[config.mk]
export PLATFORM = sky130hd
export DESIGN_NAME = mem_access_ctrl
export DESIGN_NICKNAME = d
export VERILOG_FILES = /design/src/rtl/mem_access_pkg.sv /design/src/rtl/mem_lane_unit.sv /design/src/rtl/mem_access_ctrl.sv
export SDC_FILE = /design/constraint.sdc
export NUM_CORES = 1
export LEC_CHECK = 0
export CORE_MARGIN = 2
export CORE_UTILIZATION = 53
export CTS_CLUSTER_SIZE = 20
export DETAILED_ROUTE_END_ITERATION = 7
export PLACE_DENSITY_LB_ADDON = 0.08
export SYNTH_ARGS = -nofsm -noshare
export SYNTH_HDL_FRONTEND = slang
export SYNTH_SLANG_ARGS = --single-unit
export TNS_END_PERCENT = 1
[constraint.sdc]
create_clock -name clock -period 5.16 [get_ports clock]
set_clock_uncertainty 0.1 [all_clocks]
set_input_delay 1.29 -clock clock [delete_from_list [all_inputs] [get_ports clock]]
set_output_delay 1.29 -clock clock [all_outputs]
set_load 0.005 [all_outputs]
[src/rtl/mem_access_pkg.sv]
// Shared definitions for the MiniMIPS load/store controller: FSM encoding,
// access-size codes, read-latency limits and alignment helper.
package mem_access_pkg;

    typedef enum logic [1:0] {
        IDLE = 2'd0,
        RD   = 2'd1,
        WR   = 2'd2,
        RESP = 2'd3
    } state_t;

    localparam logic [1:0] SZ_BYTE = 2'b00;
    localparam logic [1:0] SZ_HALF = 2'b01;
    localparam logic [1:0] SZ_WORD = 2'b10;

    localparam int RD_LAT_MIN = 1;
    localparam int RD_LAT_MAX = 8;
    localparam int LAT_W      = 3;

    // Size code 11 behaves as a word everywhere, so bit 1 alone marks a word.
    function automatic logic is_word(input logic [1:0] size);
        return size[1];
    endfunction

    function automatic logic misaligned(input logic [1:0] size, input logic [1:0] lo);
        return (size == SZ_HALF && lo[0]) ||
               (size == SZ_WORD && lo != 2'b00) ||
               (size == 2'b11);
    endfunction

endpackage

[src/rtl/mem_lane_unit.sv]
// Combinational byte-lane logic: extracts and extends load data, and merges
// sub-word store data into the word read back from memory.
module mem_lane_unit
    import mem_access_pkg::*;
(
    input  logic [1:0]  size,
    input  logic        sign_ext,
    input  logic [1:0]  lane,
    input  logic [31:0] rd_word,
    input  logic [31:0] wdata,
    output logic [31:0] load_data,
    output logic [31:0] merge_word
);

    logic [7:0]  byte_v;
    logic [15:0] half_v;

    always_comb begin
        byte_v     = rd_word[{lane, 3'b000} +: 8];
        half_v     = lane[1] ? rd_word[31:16] : rd_word[15:0];
        load_data  = rd_word;
        merge_word = rd_word;
        case (size)
            SZ_BYTE: begin
                load_data = {{24{sign_ext & byte_v[7]}}, byte_v};
                merge_word[{lane, 3'b000} +: 8] = wdata[7:0];
            end
            SZ_HALF: begin
                load_data = {{16{sign_ext & half_v[15]}}, half_v};
                if (lane[1]) merge_word[31:16] = wdata[15:0];
                else         merge_word[15:0]  = wdata[15:0];
            end
            default: begin
                load_data  = rd_word;
                merge_word = wdata;
            end
        endcase
    end

endmodule

[src/rtl/mem_access_ctrl.sv]
// Load/store controller between the CPU request/response handshakes and the
// DataMemory port. Optional alignment checking: MEM_ACCESS_ALIGN_CHECK_EN.
module mem_access_ctrl
    import mem_access_pkg::*;
#(
    parameter int READ_LATENCY = 1,
    parameter int ADDR_W       = 32
) (
    input  logic              clock,
    input  logic              reset_n,
    input  logic              req_valid,
    output logic              req_ready,
    input  logic              req_store,
    input  logic [1:0]        req_size,
    input  logic              req_signed,
    input  logic [ADDR_W-1:0] req_addr,
    input  logic [31:0]       req_wdata,
    output logic              resp_valid,
    input  logic              resp_ready,
    output logic [31:0]       resp_data,
    output logic              resp_err,
    output logic              MemWrite,
    output logic              MemRead,
    output logic [ADDR_W-1:0] mem_address,
    output logic [31:0]       mem_write_data,
    input  logic [31:0]       mem_read_data,
    output logic [1:0]        dbg_state
);

    // Handshakes: a transfer happens on a rising edge where valid and ready are
    // both high; the sender holds its payload stable until that edge.

    state_t             state, state_d;
    logic [LAT_W-1:0]   lat_cnt;
    logic               lat_done;
    logic               r_store;
    logic [1:0]         r_size;
    logic               r_signed;
    logic [ADDR_W-1:0]  r_addr;
    logic [31:0]        r_wdata;
    logic [31:0]        wr_word;
    logic [31:0]        rsp_data;
    logic               rsp_err;
    logic               req_err;
    logic [31:0]        load_data;
    logic [31:0]        merge_word;

`ifdef MEM_ACCESS_ALIGN_CHECK_EN
    assign req_err = misaligned(req_size, req_addr[1:0]);
`else
    assign req_err = 1'b0;
`endif

    assign lat_done       = (lat_cnt == LAT_W'(READ_LATENCY - 1));
    assign mem_address    = {2'b00, r_addr[ADDR_W-1:2]};
    assign mem_write_data = wr_word;
    assign resp_data      = rsp_data;
    assign resp_err       = rsp_err;
    assign dbg_state      = state;

    mem_lane_unit u_lane (
        .size       (r_size),
        .sign_ext   (r_signed),
        .lane       (r_addr[1:0]),
        .rd_word    (mem_read_data),
        .wdata      (r_wdata),
        .load_data  (load_data),
        .merge_word (merge_word)
    );

    always_comb begin
        state_d    = state;
        req_ready  = 1'b0;
        MemRead    = 1'b0;
        MemWrite   = 1'b0;
        resp_valid = 1'b0;
        case (state)
            IDLE: begin
                // Gated so ready reads low for the whole reset assertion.
                req_ready = reset_n;
                if (req_valid) begin
                    if (req_err)                              state_d = RESP;
                    else if (req_store && is_word(req_size))  state_d = WR;
                    else                                      state_d = RD;
                end
            end
            RD: begin
                MemRead = 1'b1;
                if (lat_done) state_d = r_store ? WR : RESP;
            end
            WR: begin
                MemWrite = 1'b1;
                state_d  = RESP;
            end
            RESP: begin
                resp_valid = 1'b1;
                if (resp_ready) state_d = IDLE;
            end
            default: state_d = IDLE;
        endcase
    end

    always_ff @(posedge clock or negedge reset_n) begin
        if (!reset_n) begin
            state    <= IDLE;
            lat_cnt  <= '0;
            r_store  <= 1'b0;
            r_size   <= SZ_BYTE;
            r_signed <= 1'b0;
            r_addr   <= '0;
            r_wdata  <= '0;
            wr_word  <= '0;
            rsp_data <= '0;
            rsp_err  <= 1'b0;
        end else begin
            state <= state_d;
            case (state)
                IDLE: begin
                    if (req_valid) begin
                        r_store  <= req_store;
                        r_size   <= req_size;
                        r_signed <= req_signed;
                        r_addr   <= req_addr;
                        r_wdata  <= req_wdata;
                        wr_word  <= req_wdata;
                        lat_cnt  <= '0;
                        rsp_data <= '0;
                        rsp_err  <= req_err;
                    end
                end
                RD: begin
                    if (lat_done) begin
                        if (r_store) wr_word  <= merge_word;
                        else         rsp_data <= load_data;
                    end else begin
                        lat_cnt <= lat_cnt + LAT_W'(1);
                    end
                end
                default: ;
            endcase
        end
    end

endmodule

# --- Yosys cells after proc, flatten, opt, wreduce, memory -nomap -nowiden ---
# Index checks and enable logic that the tools add are counted.
word_totals:
  register_bits: 137
  elab_cells: 63
op_classes:
  bitwise: 2
  n_eq_ne: 10
  n_reduce_logical: 10
  shift: 3
  n_mux: 27
  add_sub_neg: 2
op_table:
  columns: ["operator", "count"]
  rows:
  - ["one-hot mux 32 bit (2 select lines)", 4]
  - ["two-way mux 32 bit", 6]
  - ["two-way mux 16 bit", 3]
  - ["bitwise mux 32 bit", 1]
  - ["variable shift 8 x 7 -> 32 bit (first input constant)", 1]
  - ["indexed part select 32 x 6 -> 8 bit", 1]
  - ["indexed part select 8 x 7 -> 32 bit", 1]
  - ["!= test 2 bit (second input constant)", 6]
  - ["two-way mux 2 bit", 4]
  - ["one-hot mux 2 bit (4 select lines)", 1]
  - ["AND reduction 4 bit", 2]
  - ["negator 5 -> 7 bit", 1]
  - ["two-way mux 3 bit", 2]
  - ["one-hot mux 3 bit (2 select lines)", 1]
  - ["AND reduction 3 bit", 2]
  - ["two-way mux 1 bit", 5]
  - ["== test 2 x 1 -> 1 bit (second input constant)", 2]
  - ["== test 2 bit (second input constant)", 2]
  - ["logical NOT 2 bit", 2]
  - ["adder 3 x 1 -> 3 bit (second input constant)", 1]
  - ["logical NOT 3 bit", 1]
  - ["bitwise AND 1 bit", 2]
  - ["AND reduction 2 bit", 1]
  - ["nonzero test 2 bit", 1]
  - ["logical AND 1 bit", 1]

# --- Longest topological paths before layout ---
logic_depth:
  ltp_word: 7
  mapped_depth: 9
  ltp_nobuf: 6

# --- Hierarchy ---
# From an unflattened synthesis, not the netlist that was laid out.
unflattened:
  hier_cells: 775
  hier_area_um2: 7729.9
modules_own_cells:
  columns: ["module", "cells_per_inst", "seq_area_each_um2", "instances", "area_per_inst_um2"]
  rows:
  - ["mem_access_ctrl", 541, 3428.3, 1, 6203.4]
  - ["mem_lane_unit", 234, 0.0, 1, 1526.5]

# --- Least setup slack after synthesis ---
# OpenSTA, ideal clock, no wires.
synth_path:
  path_type: "input to output"
  startpoint: "input reset_n"
  endpoint: "output req_ready"
  t_required_ns: 3.770
  cell_stages: 1
  setup_slack_ns: 2.337
  t_arrival_ns: 1.433
  path_cell_list: "and2_1"
synth_between:
  elab_chain_len: 1
synth_lines:
  columns: ["element", "line", "rtl"]
  rows:
  - ["from (decl)", "mem_access_ctrl.sv:10", "input logic reset_n,"]
  - ["two-way mux 1 bit", "mem_access_ctrl.sv:77", "case (state)"]
  - ["to (decl)", "mem_access_ctrl.sv:12", "output logic req_ready,"]
# No other way between the ends.

# --- Final worst setup path ---
layout_path:
  startpoint: "register state[1], in the netlist dbg_state[1]"
  endpoint: "output MemRead"
layout_between:
  elab_chain_len: 2
layout_lines:
  columns: ["element", "line", "rtl"]
  rows:
  - ["from (decl)", "mem_access_ctrl.sv:33", "state_t state, state_d;"]
  - ["from (signal assigned)", "mem_access_ctrl.sv:116", "state <= state_d;"]
  - ["== test 2 x 1 -> 1 bit", "mem_access_ctrl.sv:77", null]
  - ["two-way mux 1 bit", "mem_access_ctrl.sv:77", null]
  - ["to (decl)", "mem_access_ctrl.sv:23", "output logic MemRead,"]
# No other way between the ends.

==> impl_metrics.prom <==
# TYPE chip_impl_metric gauge
chip_impl_info{name="run_status",value="finished, final reports clean"} 1
chip_impl_metric{name="cts_max_path_buffers",unit=""} 2
chip_impl_metric{name="drt_wl_total",unit="µm"} 21900
chip_impl_info{name="worst_hold_path_type",value="reg2reg"} 1
chip_impl_metric{name="grt_pass1_vias",unit=""} 6122
chip_impl_metric{name="yosysTopAreaCellShare",unit="%"} 45.6
chip_impl_metric{name="reg2reg_slack",unit="ns"} 1.77
chip_impl_metric{name="i_o_pin_count",unit=""} 207
chip_impl_metric{name="vias_per_cell",unit=""} 6.12
chip_impl_metric{name="grt.total_usage",unit="%"} 29.0
chip_impl_metric{name="antenna_violations_before_repair",unit=""} 0
chip_impl_metric{name="yosysWarningCount",unit=""} 0
chip_impl_info{name="grt_setup_unrepaired",value="no"} 1
chip_impl_metric{name="layout-drive-gt1-share",unit="%"} 17.6
chip_impl_metric{name="grt.overflow.total",unit=""} 0
chip_impl_metric{name="drt_pre_antenna_iters",unit=""} 6
chip_impl_metric{name="layout.nets",unit=""} 951
chip_impl_metric{name="synth.avg_cell_area",unit="µm²"} 10.9
chip_impl_info{name="layout_common_cells",value="202 x clkdlybuf4s50_1, 137 x dfrtp_1, 82 x nand2_1, 69 x mux2_2, 40 x nor2_1"} 1
chip_impl_metric{name="crit_fanout",unit=""} 55
chip_impl_metric{name="wl_per_cell",unit="µm"} 21.2
chip_impl_metric{name="hold-path-cell-count",unit=""} 2
chip_impl_metric{name="cts.htree.levels",unit=""} 4
chip_impl_metric{name="fp.coreArea",unit="µm²"} 13900
chip_impl_metric{name="die_x",unit="µm"} 123
chip_impl_metric{name="post-route-util",unit="%"} 71.5
chip_impl_metric{name="finalWeightedCongestion",unit=""} 0.927
chip_impl_metric{name="finalMaxSlewViolations",unit=""} 0
chip_impl_info{name="layout.cells.most_common",value="clkdlybuf4s50_1"} 1
chip_impl_metric{name="synth-seq-cells",unit=""} 137
chip_impl_metric{name="dp_hpwl",unit="µm"} 15300
chip_impl_metric{name="clk_pin_slew_worst_paths",unit="ns"} 0.06
chip_impl_info{name="clock_tree.root_cell",value="clkbuf_16"} 1
chip_impl_metric{name="power.ir.vdd_worst",unit="mV"} 0.499
chip_impl_info{name="worstReg2RegStart",value="dbg_state[1]"} 1
chip_impl_info{name="synth_top_area_cell",value="dfrtp_1"} 1
chip_impl_metric{name="finalSetupTns",unit="ns"} 0
chip_impl_metric{name="area_growth",unit="%"} 32.0
chip_impl_metric{name="drc",unit=""} 0
chip_impl_metric{name="num_vias",unit=""} 6294
chip_impl_info{name="critical-path-slowest-cell",value="ha_2"} 1
chip_impl_info{name="crit_start",value="dbg_state[1]"} 1
chip_impl_info{name="tritoncts_clock_tree",value="yes"} 1
chip_impl_info{name="critical_path.startpoint_type",value="flop"} 1
chip_impl_metric{name="worstSkewPairLatency",unit="ns"} 0.42
chip_impl_metric{name="total_power",unit="µW"} 6530
chip_impl_metric{name="num_antenna_cells",unit=""} 0
chip_impl_info{name="hold-path-endpoint",value="mem_write_data[0]"} 1
chip_impl_metric{name="worst_pin_slew",unit="ns"} 1.30
chip_impl_metric{name="floorplan.die_area",unit="µm²"} 15100
chip_impl_metric{name="post_synth_num_cell_types",unit=""} 57
chip_impl_metric{name="async_reset_ff_share",unit="%"} 100
chip_impl_metric{name="grt_start_max_net_pins",unit=""} 69
chip_impl_metric{name="worst_ep_arrival_time",unit="ns"} 2.56
chip_impl_metric{name="max_stage_delay",unit="ns"} 0.91
chip_impl_info{name="critical_path.reg2reg.endpoint",value="mem_write_data[12]"} 1
chip_impl_metric{name="initialDrtViolationCount",unit=""} 501
chip_impl_metric{name="maxClockFrequency",unit="MHz"} 253
chip_impl_metric{name="sequential_share_of_the_synthesized_area",unit="%"} 45.6
chip_impl_metric{name="mappedNetlistArea",unit="µm²"} 7520
chip_impl_info{name="crit_path_cell_trace",value="inv_1, ha_2, clkdlybuf4s50_1"} 1
chip_impl_metric{name="fp.dieH",unit="µm"} 123
chip_impl_info{name="yosys_most_used_dff",value="dfrtp_1"} 1
chip_impl_info{name="critical_path_class",value="reg2out"} 1
chip_impl_info{name="synth.area.top_cells",value="dfrtp_1 46%, mux2_2 10%, nand2_1 4.1%"} 1
chip_impl_metric{name="synthCells",unit=""} 691
chip_impl_metric{name="fin_hold_ws",unit="ns"} 0.379
chip_impl_metric{name="cellPowerDensity",unit="nW/µm²"} 658
chip_impl_metric{name="setup_viol",unit=""} 0
chip_impl_metric{name="cts_made_buffers",unit=""} 17
chip_impl_metric{name="critical_path_required",unit="ns"} 3.77
chip_impl_metric{name="synth_edf_count",unit=""} 0
chip_impl_metric{name="timing.final.crit_share",unit="%"} 76.6
chip_impl_metric{name="placement_rows",unit=""} 43
chip_impl_metric{name="layout.filler_cells",unit=""} 1003
chip_impl_metric{name="floorplan.initialDensity",unit="%"} 54.1
chip_impl_metric{name="grt_first_pass_wirelength",unit="µm"} 33100
chip_impl_metric{name="total_area_of_multi_input_combinational_cells",unit="µm²"} 3540
chip_impl_metric{name="buffer_ports.inserted",unit=""} 203
chip_impl_info{name="setup.worst_path.end_class",value="output pin"} 1
chip_impl_metric{name="ctsHoldBuffers",unit=""} 0
chip_impl_metric{name="timing.slew.headroom",unit="%"} 13.3
chip_impl_metric{name="p_leak",unit="µW"} 0.00420
chip_impl_metric{name="cts_sinks",unit=""} 137
chip_impl_metric{name="ff_latch_area",unit="µm²"} 3430
chip_impl_info{name="hold_path_startpoint",value="mem_write_data[0]"} 1
chip_impl_metric{name="worst-r2r-cell-count",unit=""} 7
chip_impl_metric{name="final_antenna_net_count",unit=""} 0
chip_impl_metric{name="timing.final.hold_violations",unit=""} 0
chip_impl_metric{name="final.min_clock_period",unit="ns"} 3.95
chip_impl_metric{name="max_cap_viol_count",unit=""} 0
chip_impl_metric{name="fin_cells",unit=""} 1029
chip_impl_metric{name="post_cts_buffers",unit=""} 0
chip_impl_metric{name="placed_cells",unit=""} 997
chip_impl_metric{name="post_cts_resized",unit=""} 0
[cell type report]
class | count | area share [%]
flip-flops and latches | 137 | 34.6
clock buffers | 20 | 4.50
multi-input cells | 460 | 35.6
well taps | 180 | 2.27
inverters | 11 | 0.416
clock inverters | 12 | 1.66
repair buffers | 209 | 20.9
[metal layers]
metal  vias up  global-route usage, %  wire length (µm)
li1       2800                      -                 -
met1      3122                   37.7              8870
met2       317                   46.3             10600
met3        55                   6.64              1570
met4         0                   13.1               817
met5         -                      0                 0
[cells in the mapped netlist (all sizes together), types with 5 or more instances]
master,instances
a22o,15
inv,11
a21oi,8
a221oi,17
and3,11
o31ai,26
a22oi,17
ha,11
mux2i,6
mux2,69
o22a,7
buf,73
nor2b,8
nor2,40
o221ai,9
nand2b,6
o21ai,33
clkbuf,12
o2111ai,5
nor3,9
dfrtp,137
mux4,8
a2111oi,8
nand3,29
nand2,83
[power breakdown]
group          total (µW)  internal [µW]  leakage, µW  switching, µW
Clock                1260            780     0.000288            482
Combinational        3230           1650      0.00222           1570
Sequential           2040           1600      0.00169            437
Total                6530           4040      0.00420           2490
[through the flow]
stage,worst slack [ns],cell area (µm²)
finish,1.21,9920
global route,1.10,9920
CTS,1.23,9920
detailed placement,1.48,9310
global placement,1.49,9310
floorplan,2.34,7520
[state kept, by name (all words and copies together), names as in the netlist]
| register | flops |
|---|---|
| lat_cnt | 3 |
| mem_write_data | 32 |
| r_signed | 1 |
| r_size | 2 |
| r_addr | 32 |
| r_wdata | 32 |
| r_store | 1 |
| dbg_state | 2 |
| resp_data | 32 |
[worst max-delay path by stage]
stage | to | slack, ns | depth (start not counted)
3_3_place_gp | req_ready | 1.49 | 3
2_1_floorplan | req_ready | 2.34 | 1
6_report | MemRead | 1.21 | 3
4_1_cts | MemRead | 1.23 | 3
3_5_place_dp | req_ready | 1.48 | 3
5_1_grt | MemRead | 1.10 | 3
[cells by family (layout without fill, tap and decap cells)]
family                     after synthesis  in the layout  synth area share (%)
adders and majority gates               11             11                  1.83
other                                    1              3                0.0499
DFF                                    137            137                  45.6
AOI/OAI and AO/OA                      162            162                  18.4
and+or+nand+nor                        201            201                  12.8
buffers and inverters                   96            252                  7.71
muxes                                   83             83                  13.5
[critical path: cells and delay by family, from the launching register on]
family / cells / cell delay, ns
buffers and inverters: 2 / 0.79
adder cells (fa/ha/maj): 1 / 0.91
flip-flops: 1 / 0.43
Power figures use the tool's default switching activity.
